File: src/rtl/ps2_scancode_rx.sv
// ps2_scancode_rx: PS/2 device-to-host receiver; syncs and glitch-filters the pins,
// deserializes 11-bit frames, checks odd parity and stop, and presents good bytes.
// Ports:
//   clk, reset          system clock, synchronous active-high reset
//   ps2_clk, ps2_data   raw asynchronous PS/2 pins
//   scancode[7:0]       last accepted byte, held until the next accepted byte
//   code_valid          one-cycle pulse when scancode updates
//   frame_err           one-cycle pulse on parity, stop or timeout error
//   busy                high while a frame is in progress
//   break_valid         (PS2_BREAK_FILTER_EN only) pulse for the byte following 0xF0
// Define PS2_BREAK_FILTER_EN to swallow break sequences so only make codes reach code_valid.
module ps2_scancode_rx #(
    parameter int FILTER_LEN  = 8,
    parameter int TIMEOUT_CYC = 100000
) (
    input  logic       clk,
    input  logic       reset,
    input  logic       ps2_clk,
    input  logic       ps2_data,
    output logic [7:0] scancode,
    output logic       code_valid,
    output logic       frame_err,
    output logic       busy
`ifdef PS2_BREAK_FILTER_EN
    ,
    output logic       break_valid
`endif
);
    localparam int TW = $clog2(TIMEOUT_CYC + 1);
    typedef enum logic [1:0] {IDLE, DATA, PARITY, STOP} state_t;
    state_t state, state_nxt;
    logic c_s1, c_s2, d_s1, d_s2;
    logic [FILTER_LEN-1:0] flt;
    logic fclk, fclk_d, fall;
    logic [7:0] sh;
    logic [2:0] cnt;
    logic par;
    logic [TW-1:0] tmo;
    logic timeout, accept, err;
`ifdef PS2_BREAK_FILTER_EN
    logic brk_pend;
    logic is_f0;
    assign is_f0 = (sh == 8'hF0);
`endif
    assign fall    = fclk_d & ~fclk;
    assign busy    = (state != IDLE);
    // a fall in the same cycle as expiry keeps the frame alive
    assign timeout = busy && !fall && (tmo == TW'(TIMEOUT_CYC - 1));
    always_ff @(posedge clk) begin
        if (reset) begin
            c_s1   <= 1'b1;
            c_s2   <= 1'b1;
            d_s1   <= 1'b1;
            d_s2   <= 1'b1;
            flt    <= '1;
            fclk   <= 1'b1;
            fclk_d <= 1'b1;
        end else begin
            c_s1   <= ps2_clk;
            c_s2   <= c_s1;
            d_s1   <= ps2_data;
            d_s2   <= d_s1;
            flt    <= {flt[FILTER_LEN-2:0], c_s2};
            // level only moves once the whole window agrees
            fclk   <= (&flt) ? 1'b1 : (~|flt) ? 1'b0 : fclk;
            fclk_d <= fclk;
        end
    end
    always_ff @(posedge clk) begin
        if (reset) state <= IDLE;
        else       state <= state_nxt;
    end
    always_comb begin
        state_nxt = state;
        accept    = 1'b0;
        err       = 1'b0;
        if (fall) begin
            case (state)
                IDLE:    state_nxt = d_s2 ? IDLE : DATA;
                DATA:    state_nxt = (cnt == 3'd7) ? PARITY : DATA;
                PARITY:  state_nxt = STOP;
                STOP: begin
                    state_nxt = IDLE;
                    accept    = d_s2 & (^sh ^ par);
                    err       = ~accept;
                end
                default: state_nxt = IDLE;
            endcase
        end else if (timeout) begin
            state_nxt = IDLE;
            err       = 1'b1;
        end
    end
    always_ff @(posedge clk) begin
        if (reset) begin
            sh         <= '0;
            cnt        <= '0;
            par        <= 1'b0;
            tmo        <= '0;
            scancode   <= '0;
            code_valid <= 1'b0;
            frame_err  <= 1'b0;
        end else begin
            tmo       <= (!busy || fall || timeout) ? '0 : tmo + TW'(1);
            cnt       <= (state == IDLE) ? 3'd0 : (fall && state == DATA) ? cnt + 3'd1 : cnt;
            sh        <= (fall && state == DATA) ? {d_s2, sh[7:1]} : sh;
            par       <= (fall && state == PARITY) ? d_s2 : par;
            frame_err <= err;
`ifdef PS2_BREAK_FILTER_EN
            code_valid <= accept & ~brk_pend & ~is_f0;
            scancode   <= (accept & ~brk_pend & ~is_f0) ? sh : scancode;
`else
            code_valid <= accept;
            scancode   <= accept ? sh : scancode;
`endif
        end
    end
`ifdef PS2_BREAK_FILTER_EN
    always_ff @(posedge clk) begin
        if (reset) begin
            brk_pend    <= 1'b0;
            break_valid <= 1'b0;
        end else begin
            break_valid <= accept & brk_pend;
            // the byte after 0xF0 consumes the flag, even if it is 0xF0 again
            brk_pend    <= err ? 1'b0 : accept ? (~brk_pend & is_f0) : brk_pend;
        end
    end
`endif
endmodule

File: config.mk
export PLATFORM = sky130hd
export DESIGN_NAME = ps2_scancode_rx
export DESIGN_NICKNAME = d
export VERILOG_FILES = /design/src/rtl/ps2_scancode_rx.sv
export SDC_FILE = /design/constraint.sdc
export NUM_CORES = 1
export LEC_CHECK = 0
export BUFFER_PORTS_ARGS = -buffer_cell sky130_fd_sc_hd__clkbuf_2
export CORE_ASPECT_RATIO = 0.75
export CORE_MARGIN = 1
export CORE_UTILIZATION = 50
export DETAILED_ROUTE_END_ITERATION = 6
export GPL_TIMING_DRIVEN = 0
export PLACE_DENSITY = 0.69
export SLEW_MARGIN = 5
export SYNTH_ARGS = -nofsm -noshare
export SYNTH_HDL_FRONTEND = slang
export SYNTH_SLANG_ARGS = --single-unit
File: constraint.sdc
create_clock -name clk -period 5.02 [get_ports clk]
set_input_delay 0.251 -clock clk [delete_from_list [all_inputs] [get_ports clk]]
set_output_delay 0.251 -clock clk [all_outputs]
set_load 0.1 [all_outputs]
==> metrics.txt, run 1 <==
diodes inserted=0; Post-synth EDFFs=0; Total Routing Usage GR=around 18%; Pleak=roughly 0.9 nW; fin crit period=roughly 2.0 ns; power share of the combinational group=under 10%; min-delay src=ps2_data; clk buf depth=2; row count=21; Worst EP required=roughly 5.2 ns; post-synthesis compound-gate area fraction=7.585%; switch share=between 20% and 30%; fraction of layout cells with a size suffix above 1=~14%; num ports=15; Hold-fix buffers, CTS=0; Synth Register Bits=55; delay-heaviest family, CP=simple AND/OR/NAND/NOR gates; Setup TNS Final=0 ns; drt pass-1 iters=4; nets@finish=between 200 and 300; Die Wd=80.76 um; cell-internal power=0.0005403 W; CP Data Arrival Time=between 2 and 2.5 ns; clk root buf=clkbuf_8; actual slew at the worst max-slew pin=between 0.5 and 0.6 ns; Setup WS pre-CTS=slightly above 3 ns; Buffers on Ports=14; Worst path slowest cell=dfxtp_1; RSZ-0062 raised after global routing=false; Num CTS Buffers=5; Post-Syn Nets=256; crit path launch type=flop; outcome=completed; Via density=roughly 5.3; die area=4931 um^2; final setup vio count=0; Cells after Synth=approximately 250; Yosys warnings=0; clock-pin slew on the worst setup and hold paths=0.09 ns; antenna violations before repair=0; relative slew slack=roughly 64%; Remaining DRCs=0; max-slew violation count=0; Seq pwr share=a little under two thirds; Area growth, synth to finish=9.898%; clock sink total=55; final hold violation count=0; CTS tree=yes; Async SR Flop Fraction=0%; power per cell area=around 270 nW/um^2; RR Startpoint=tmo[0]; maxcap violations=0; Initial Utilization=a little over half; DPL Wire Length=roughly 2900 um; critical setup path kind=flop to flop; count of cell types in the netlist=38; main combinational cell family by area after synthesis=simple AND/OR/NAND/NOR gates; CP Capture Type=flop; setup ws final=2.993 ns; Fin Hold WS=0.1235 ns; first-pass GRT wire length=6527 um; simple logic cell fraction of the synthesized area=between 20% and 30%; worst setup path start=tmo[0]; WL per Instance=between 10 and 15 um; period utilisation layout=40.38%; xor-xnor portion of the synthesized cell area=8.284%; syn_area_per_cell=between 9 and 10 um^2; Core Region=about 4500 um^2; Post-Synth Adder-Cell Area=around 1.6%; Seq/Total Area, Yosys=between 40% and 50%; Die Ht=slightly above 60 um; RePlAce Congestion=between 0.8 and 0.9; DP Area=2467 um^2; CP Cell Sequence=ha_1, and4_1, clkbuf_1, nand4_1, nand2_1, buf_2, nor2_1; grt ovf=0; Final Power=0.0006889 W; vias in the first global route=1,387; mapped cell area=about 2300 um^2; Synth Flop Type=dfxtp_1; post-CTS setup buffer count=0; CTS H-tree depth=2; PostCTS Resize Cnt=0; VDD IR max=0.1732 mV; DRT antenna net count=0; DR vias=1,738; Worst Hold Class=primary input to flop; final WL=around 4000 um; drt initial violations=78; largest net degree at the start of global routing=18; Layout Skew=between 0.009 and 0.01 ns; worst-path maximum fanout=10; fmax=a little under 0.5 GHz; clock latency on the worst-skew pair=between 0.3 and 0.4 ns; crit-path max cell delay=about 0.36 ns; NetSw=roughly 0.00015 W; final instance area=between 2000 and 3000 um^2; crit path buf inv count=2; multiplexer share of the synthesized area=around 5.3%; Clock power frac=between 30% and 40%
## per-stage QoR
stage | utilization, % | std cells
after floorplan | - | 249
after global placement | 55.24 | 320
after detailed placement | 55.24 | 320
after CTS | 57.23 | 328
after global routing | 57.23 | 328
final | 57.23 | 328
## final timing paths
| kind | slack (ns) | to | cells after the start |
|---|---|---|---|
| worst max-delay path | 2.99 | tmo[7] | 7 |
| worst max register to register | 2.99 | tmo[7] | 7 |
| worst min-delay path | 0.12 | d_s1 | 2 |
| worst min register to register | 0.42 | c_s2 | 1 |
## layout make-up
class / count / area (um^2)
fill: 397 / 1911
multi-input combinational: 182 / 1179
sequential: 55 / 1101
tap: 57 / 71.32
timing repair buffer: 14 / 70.07
clock buffer: 5 / 68.82
buffer: 10 / 38.79
clock inverter: 3 / 20.02
inverter: 2 / 7.507
## cells by family (layout without fill, tap and decap cells)
logic type | count (synthesis) | count (layout)
AND/OR/NAND/NOR | 121 | 121
buffers and inverters | 12 | 34
flip-flops | 55 | 55
AO/OA/AOI/OAI | 30 | 30
XOR/XNOR | 17 | 17
adder cells (fa/ha/maj) | 3 | 3
multiplexers | 11 | 11
## synthesized netlist by cell type, types with 2 or more instances
| library cell | n | area share (%) |
|---|---|---|
| and2_1 | 2 | 0.54 |
| or3_1 | 3 | 0.81 |
| or4_1 | 3 | 0.97 |
| xnor2_1 | 5 | 1.9 |
| or2_2 | 14 | 3.8 |
| o31ai_1 | 3 | 0.97 |
| nor2b_1 | 2 | 0.54 |
| nand2b_1 | 18 | 4.8 |
| clkbuf_1 | 9 | 1.5 |
| dfxtp_1 | 55 | 47 |
| xor2_1 | 9 | 3.4 |
| ha_1 | 3 | 1.6 |
| nand2_1 | 32 | 5.2 |
| nand3_1 | 9 | 1.9 |
| or2b_1 | 2 | 0.65 |
| mux2i_1 | 10 | 4.3 |
| and4_1 | 2 | 0.75 |
| nand4_1 | 8 | 2.2 |
| inv_1 | 2 | 0.32 |
| o21ai_0 | 5 | 1.1 |
| nor2_1 | 17 | 2.7 |
| and3_1 | 3 | 0.81 |
| a21oi_1 | 17 | 3.7 |
| nor4bb_1 | 2 | 0.86 |
## flip-flops by register name (all words and copies together) (netlist names)
signal,flops
c_s1,1
c_s2,1
cnt,3
code_valid,1
d_s1,1
d_s2,1
fclk,1
fclk_d,1
flt,8
frame_err,1
par,1
scancode,8
sh,8
state,2
tmo,17
## layout by cell type, fill, tap and decap left out, drive strengths merged, types with 2 or more instances in the layout
cell type,count
or4,3
dfxtp,55
clkinvlp,2
o21ai,5
nor4bb,2
o31ai,3
nor2b,2
or2b,2
nand2,32
xor2,9
a21oi,17
xnor2,5
or3,3
nand4,8
inv,2
nand3,9
xnor3,2
nand2b,18
and2,2
or2,14
clkbuf,28
ha,3
and4,2
and3,3
mux2i,11
nor2,17
## power groups by stage
stage	Sequential (W)	Clock (W)	Combinational (W)
after floorplan	0.000449	0	0.00000708
after global placement	0.000449	0	0.0000108
after detailed placement	0.000449	0	0.0000108
after CTS	0.000439	0.000248	0.0000107
after global routing	0.000440	0.000262	0.0000118
final	0.000439	0.000239	0.0000106
## routing by layer
| metal | GRT usage, % | part of all wire, % | up-vias | routed length (um) |
|---|---|---|---|---|
| met5 | 0 | 0 | - | 0 |
| met4 | 4.592 | 0.52 | 0 | 21 |
| met3 | 4.889 | 3.4 | 4 | 138 |
| met2 | 25.18 | 41 | 25 | 1655 |
| met1 | 26.37 | 55 | 818 | 2219 |
| li1 | - | - | 891 | - |
No activity file was read; power rests on OpenSTA's default activity.
==> run 2, diff against run 1 <==
clock period = 2 ns   (was 5.02 ns; I/O delays follow)
==> run 2 against run 1 <==
Effect of this change:
- clock power increased to 2.5 times the previous value
- first-iteration DRC count unchanged
- worst setup slack got worse by 2.8 ns
- largest cell class unchanged
- wire length increased by 1.1%
- highest routed layer unchanged
- critical path depth decreased by 1
- sequential cell count unchanged
- maximum frequency increased by 12%
- combinational power increased to 2.8 times the previous value
- total power increased to 2.5 times the previous value
- sequential power increased to 2.5 times the previous value
- critical path type unchanged
- die area unchanged
==> metrics.txt, run 2 (synthesis results as in run 1) <==
drt initial violations=78 (unchanged); antenna violations before repair=0 (unchanged); nets@finish=281 (+1.4%); Area growth, synth to finish=11.51%; Buffers on Ports=14 (unchanged); num ports=15 (unchanged); largest net degree at the start of global routing=18 (unchanged); relative slew slack=64.29% (about the same); DR vias=1,750 (+0.69%); clk buf depth=2 (unchanged); fmax=0.5548 GHz (+12%); final setup vio count=0 (unchanged); actual slew at the worst max-slew pin=0.5380 ns (+0.00003844 ns); clock-pin slew on the worst setup and hold paths=0.09 ns (about the same); outcome=completed; Setup TNS Final=0 ns (unchanged); Worst EP required=2.23 ns (-2.99 ns); final hold violation count=0 (unchanged); worst-path maximum fanout=6 (-4); Core Region=4467 um^2 (unchanged); CTS tree=yes; Largest register FFs=17 (unchanged); final WL=4079 um (+1.1%); power per cell area=667.6 nW/um^2 (+150%); VDD IR max=0.4351 mV (+150%); CP Capture Type=flop; Remaining DRCs=0 (unchanged); Pleak=0.9081 nW (+1.9%); Total Routing Usage GR=17.79% (+0.098 points); commonest non-fill, non-tap cells in the layout=55 x dfxtp_1, 31 x nand2_1, 18 x nand2b_1, 17 x nor2_1, 17 x a21oi_1; RR Startpoint=tmo[0]; period utilisation layout=90.13% (+50 points); Via density=5.271 (-0.52%); Num CTS Buffers=5 (unchanged); WL per Instance=12.29 um (-0.10%); WHS Path Cells=2 (unchanged); crit path launch type=flop; CP Data Arrival Time=2.04 ns (-0.18 ns); clock sink total=55 (unchanged); Initial Utilization=52.07% (unchanged); RSZ-0062 raised after global routing=false; vias in the first global route=1,393 (+0.43%); Biggest register=tmo; Die Ht=61.07 um (unchanged); fin crit period=1.803 ns (-0.2243 ns); Layout Skew=0.008820 ns (-0.0004126 ns); DRT antenna net count=0 (unchanged); fraction of layout cells with a size suffix above 1=15.27% (+0.88 points); Worst Hold Class=primary input to flop; fin cells=332 (+1.2%); R2R depth=6 (-1); placed instance count=320 (unchanged); RR Endpoint=tmo[16]; DPL Wire Length=2866 um (unchanged); maxcap violations=0 (unchanged); first-pass GRT wire length=6568 um (+0.63%); diodes inserted=0 (unchanged); die area=4931 um^2 (unchanged); clk root buf=clkbuf_8; grt ovf=0 (unchanged); clock latency on the worst-skew pair=0.30 ns (about the same); most common library cell in the layout ignoring fill and taps=dfxtp_1; Die Wd=80.76 um (unchanged); RePlAce Congestion=0.8258 (unchanged); row count=21 (unchanged); Hold Path Sink=flt[1]; CTS H-tree depth=2 (unchanged); critical setup path kind=flop to flop; Fin Hold WS=0.1370 ns (+0.01351 ns); flop2flop setup slack=0.20 ns (-2.80 ns); drt pass-1 iters=4 (unchanged); max-slew violation count=0 (unchanged); min-delay src=reset
## run 2: cell count changes in the layout (fill, tap and decap cells not counted)
cell,change
dlygate4sd3_1,+2
buf_4,+2
nand2_1,-1
nand2_2,+1
## run 2: critical path: stages, from the launching register on
cell and delay (ns):
dfxtp_1 0.36, ha_1 0.21, and4_1 0.20, clkbuf_1 0.23, nand4_1 0.21, or3_1 0.39, a21oi_1 0.14
## run 2: through the flow
step	utilization, %	total power (W)	area, um^2	worst slack, ns
finish	58.07	0.001732	2594	0.1974
global route	58.07	0.001794	2594	0.03207
CTS	57.73	0.001754	2579	0.04957
detailed placement	55.24	0.001155	2467	0.001666
global placement	55.24	0.001155	2467	0.01027
floorplan	-	0.001144	2326	0.3798
## run 2: area by class of cell
| class | count | area [um^2] |
|---|---|---|
| repair buffers | 18 | 105.1 |
| well taps | 57 | 71.32 |
| clock inverters | 3 | 20.02 |
| clock buffers | 5 | 68.82 |
| multi-input cells | 182 | 1181 |
| flip-flops and latches | 55 | 1101 |
| plain buffers | 10 | 38.79 |
| fillers | 392 | 1873 |
| inverters | 2 | 7.507 |
## run 2: worst max-delay path by stage
| stage | from | endpoint | slack, ns | cells past startpoint |
|---|---|---|---|---|
| floorplan | tmo[0] | tmo[16] | 0.38 | 6 |
| global placement | tmo[0] | tmo[4] | 0.01 | 7 |
| detailed placement | tmo[0] | tmo[7] | 0.002 | 7 |
| CTS | tmo[0] | tmo[3] | 0.05 | 7 |
| global route | tmo[0] | tmo[4] | 0.03 | 7 |
| finish | tmo[0] | tmo[16] | 0.20 | 6 |
## run 2: repair_timing
item | in CTS | in global routing
pin swaps | 0 | 3
setup endpoints to repair | 10 | 11
buffers inserted | 0 | 2
resized for setup | 1 | 0
hold buffers | 2 | 0
endpoints found under the hold margin | 2 | 0
## run 2: routing by layer
metal	up-vias	GRT usage [%]	routed length (um)
li1	898	-	-
met1	827	26.46	2269
met2	21	25.42	1683
met3	4	4.889	117
met4	0	4.592	8
met5	-	0	0
## run 2: where the power goes
part | leakage [nW] | switching, W | internal [W] | total (W)
logic | 0.424 | 0.0000148 | 0.0000150 | 0.0000298
clock network | 0.0402 | 0.000355 | 0.000244 | 0.000600
registers | 0.444 | 0.00000291 | 0.00110 | 0.00110
==> run 3, diff against run 2 <==
MAX_ROUTING_LAYER = met4   (was not set)
==> run 3 against run 2 <==
Effect of this change:
- final cell count did not move
- hold slack got worse by 0.0032 ns
- largest power group unchanged
- wire length fell by 0.22%
- sequential share of layout area did not move
- critical path depth rose by 1
==> metrics.txt, run 3 (synthesis results as in run 1) <==
CP Cell Sequence=ha_1, and4_1, clkbuf_1, nand4_1, nand2_2, buf_2, nor2_1; grt met2 use=25.42% (unchanged); antenna violations before repair=0 (unchanged); Layout Skew=0.007938 ns (-0.0008817 ns); Worst Hold Class=primary input to flop; die area=4931 um^2 (unchanged); DRT antenna net count=0 (unchanged); clk buf depth=2 (unchanged); final setup vio count=0 (unchanged); grt ovf=0 (unchanged); fmax=0.5556 GHz (+0.14%); met3 usage=5.778% (+0.89 points); Worst path slowest cell=dfxtp_1; CTS H-tree depth=2 (unchanged); Area growth, synth to finish=11.51% (unchanged); vias in the first global route=1,395 (+0.14%); Most Crowded Layer GR=met1; nets@finish=281 (unchanged); Setup TNS Final=0 ns (unchanged); final instance area=2594 um^2 (unchanged); Die Wd=80.76 um (unchanged); maxcap violations=0 (unchanged); Initial Utilization=52.07% (unchanged); Die Ht=61.07 um (unchanged); M1 GR Usage=26.37% (-0.093 points); crit path launch type=flop; actual slew at the worst max-slew pin=0.5380 ns (+0.0000006557 ns); Total Routing Usage GR=18.45% (+0.67 points); Largest register FFs=17 (unchanged); fin crit period=1.800 ns (-0.002608 ns); commonest non-fill, non-tap cells in the layout=55 x dfxtp_1, 31 x nand2_1, 18 x nand2b_1, 17 x nor2_1, 17 x a21oi_1; # fillers=392 (unchanged); num ports=15 (unchanged); row count=21 (unchanged); CTS tree=yes; clock-pin slew on the worst setup and hold paths=0.09 ns (about the same); DR vias=1,753 (+0.17%); CP Capture Type=flop; relative slew slack=64.29% (unchanged); clk root buf=clkbuf_8; Buffers on Ports=14 (unchanged); largest net degree at the start of global routing=18 (unchanged); drt pass-1 iters=4 (unchanged); Worst EP required=2.19 ns (-0.04 ns); RSZ-0062 raised after global routing=false; DPL Wire Length=2866 um (unchanged); Remaining DRCs=0 (unchanged); CP Data Arrival Time=1.99 ns (-0.05 ns); WL per Instance=12.26 um (-0.22%); final WL=4070 um (-0.22%); most common library cell in the layout ignoring fill and taps=dfxtp_1; worst-path maximum fanout=10 (+4); Via density=5.280 (+0.17%); drt initial violations=75 (-3.8%); fraction of layout cells with a size suffix above 1=15.27% (unchanged); final hold violation count=0 (unchanged); DP Area=2467 um^2 (unchanged); RePlAce Congestion=0.8383 (+1.5%); period utilisation layout=90.00% (-0.13 points); max-slew violation count=0 (unchanged); crit-path max cell delay=0.36 ns (-0.03 ns); Core Region=4467 um^2 (unchanged); critical setup path kind=flop to flop; Fin Hold WS=0.1338 ns (-0.003215 ns); register area=1101 um^2 (unchanged); Biggest register=tmo; Pleak=0.9081 nW (unchanged); diodes inserted=0 (unchanged); clock sink total=55 (unchanged); VDD IR max=0.4368 mV (+0.38%); first-pass GRT wire length=6568 um (unchanged); outcome=completed; power per cell area=668.1 nW/um^2 (about the same); area of the multi-input gates=1181 um^2 (unchanged); Num CTS Buffers=5 (unchanged); clock latency on the worst-skew pair=0.31 ns (about the same); Core Util, Final=58.07% (unchanged)
==> run 3: cell counts in the layout (fill, tap and decap cells not counted) <==
No cell type changed its count.
==> run 3: final cells by class <==
class                           instances  share of cell area (%)
Multi-Input combinational cell        182                   45.54
Sequential cell                        55                   42.45
Timing Repair Buffer                   18                   4.052
Tap cell                               57                   2.750
Clock buffer                            5                   2.653
Buffer                                 10                   1.495
Clock inverter                          3                  0.7718
Inverter                                2                  0.2894
==> run 3: power by group <==
group	leakage, nW	internal, W	switching (W)
registers	0.444	0.00110	0.00000293
clock network	0.0402	0.000244	0.000357
logic	0.424	0.0000150	0.0000149
==> run 3: final timing paths <==
check,from,end,slack (ns),cells after the start
setup reg to reg,tmo[0],tmo[5],0.20,7
setup / recovery,tmo[0],tmo[5],0.20,7
hold / removal,reset,flt[1],0.13,2
hold reg to reg,c_s1,c_s2,0.42,1
==> run 3: what timing repair did <==
item                       4_1_cts  5_1_grt
resized for setup                1        0
hold buffers                     2        0
buffers inserted                 0        2
pin swaps                        0        3
hold endpoints to repair         2        0
setup endpoints to repair       10       11
==> run 3: critical path: cells and delay by family (launching register included) <==
kind	cells	cell delay, ns
AND/OR/NAND/NOR	4	0.65
adder cells (fa/ha/maj)	1	0.21
flip-flops	1	0.36
buffers and inverters	2	0.47
==> run 3: per-stage QoR <==
stage / setup slack, ns / total power (W) / std cells
2_1_floorplan: 0.3798 / 0.001144 / 249
3_3_place_gp: 0.01027 / 0.001155 / 320
3_5_place_dp: 0.001666 / 0.001155 / 320
4_1_cts: 0.04957 / 0.001754 / 330
5_1_grt: 0.03207 / 0.001797 / 332
6_report: 0.2000 / 0.001733 / 332
==> run 3: metal layers <==
layer	part of all wire (%)	routed length, um	vias to the layer above
met5	0	0	-
met1	55	2248	826
met3	3.2	132	4
met2	41	1674	25
li1	-	-	898
met4	0.34	14	0
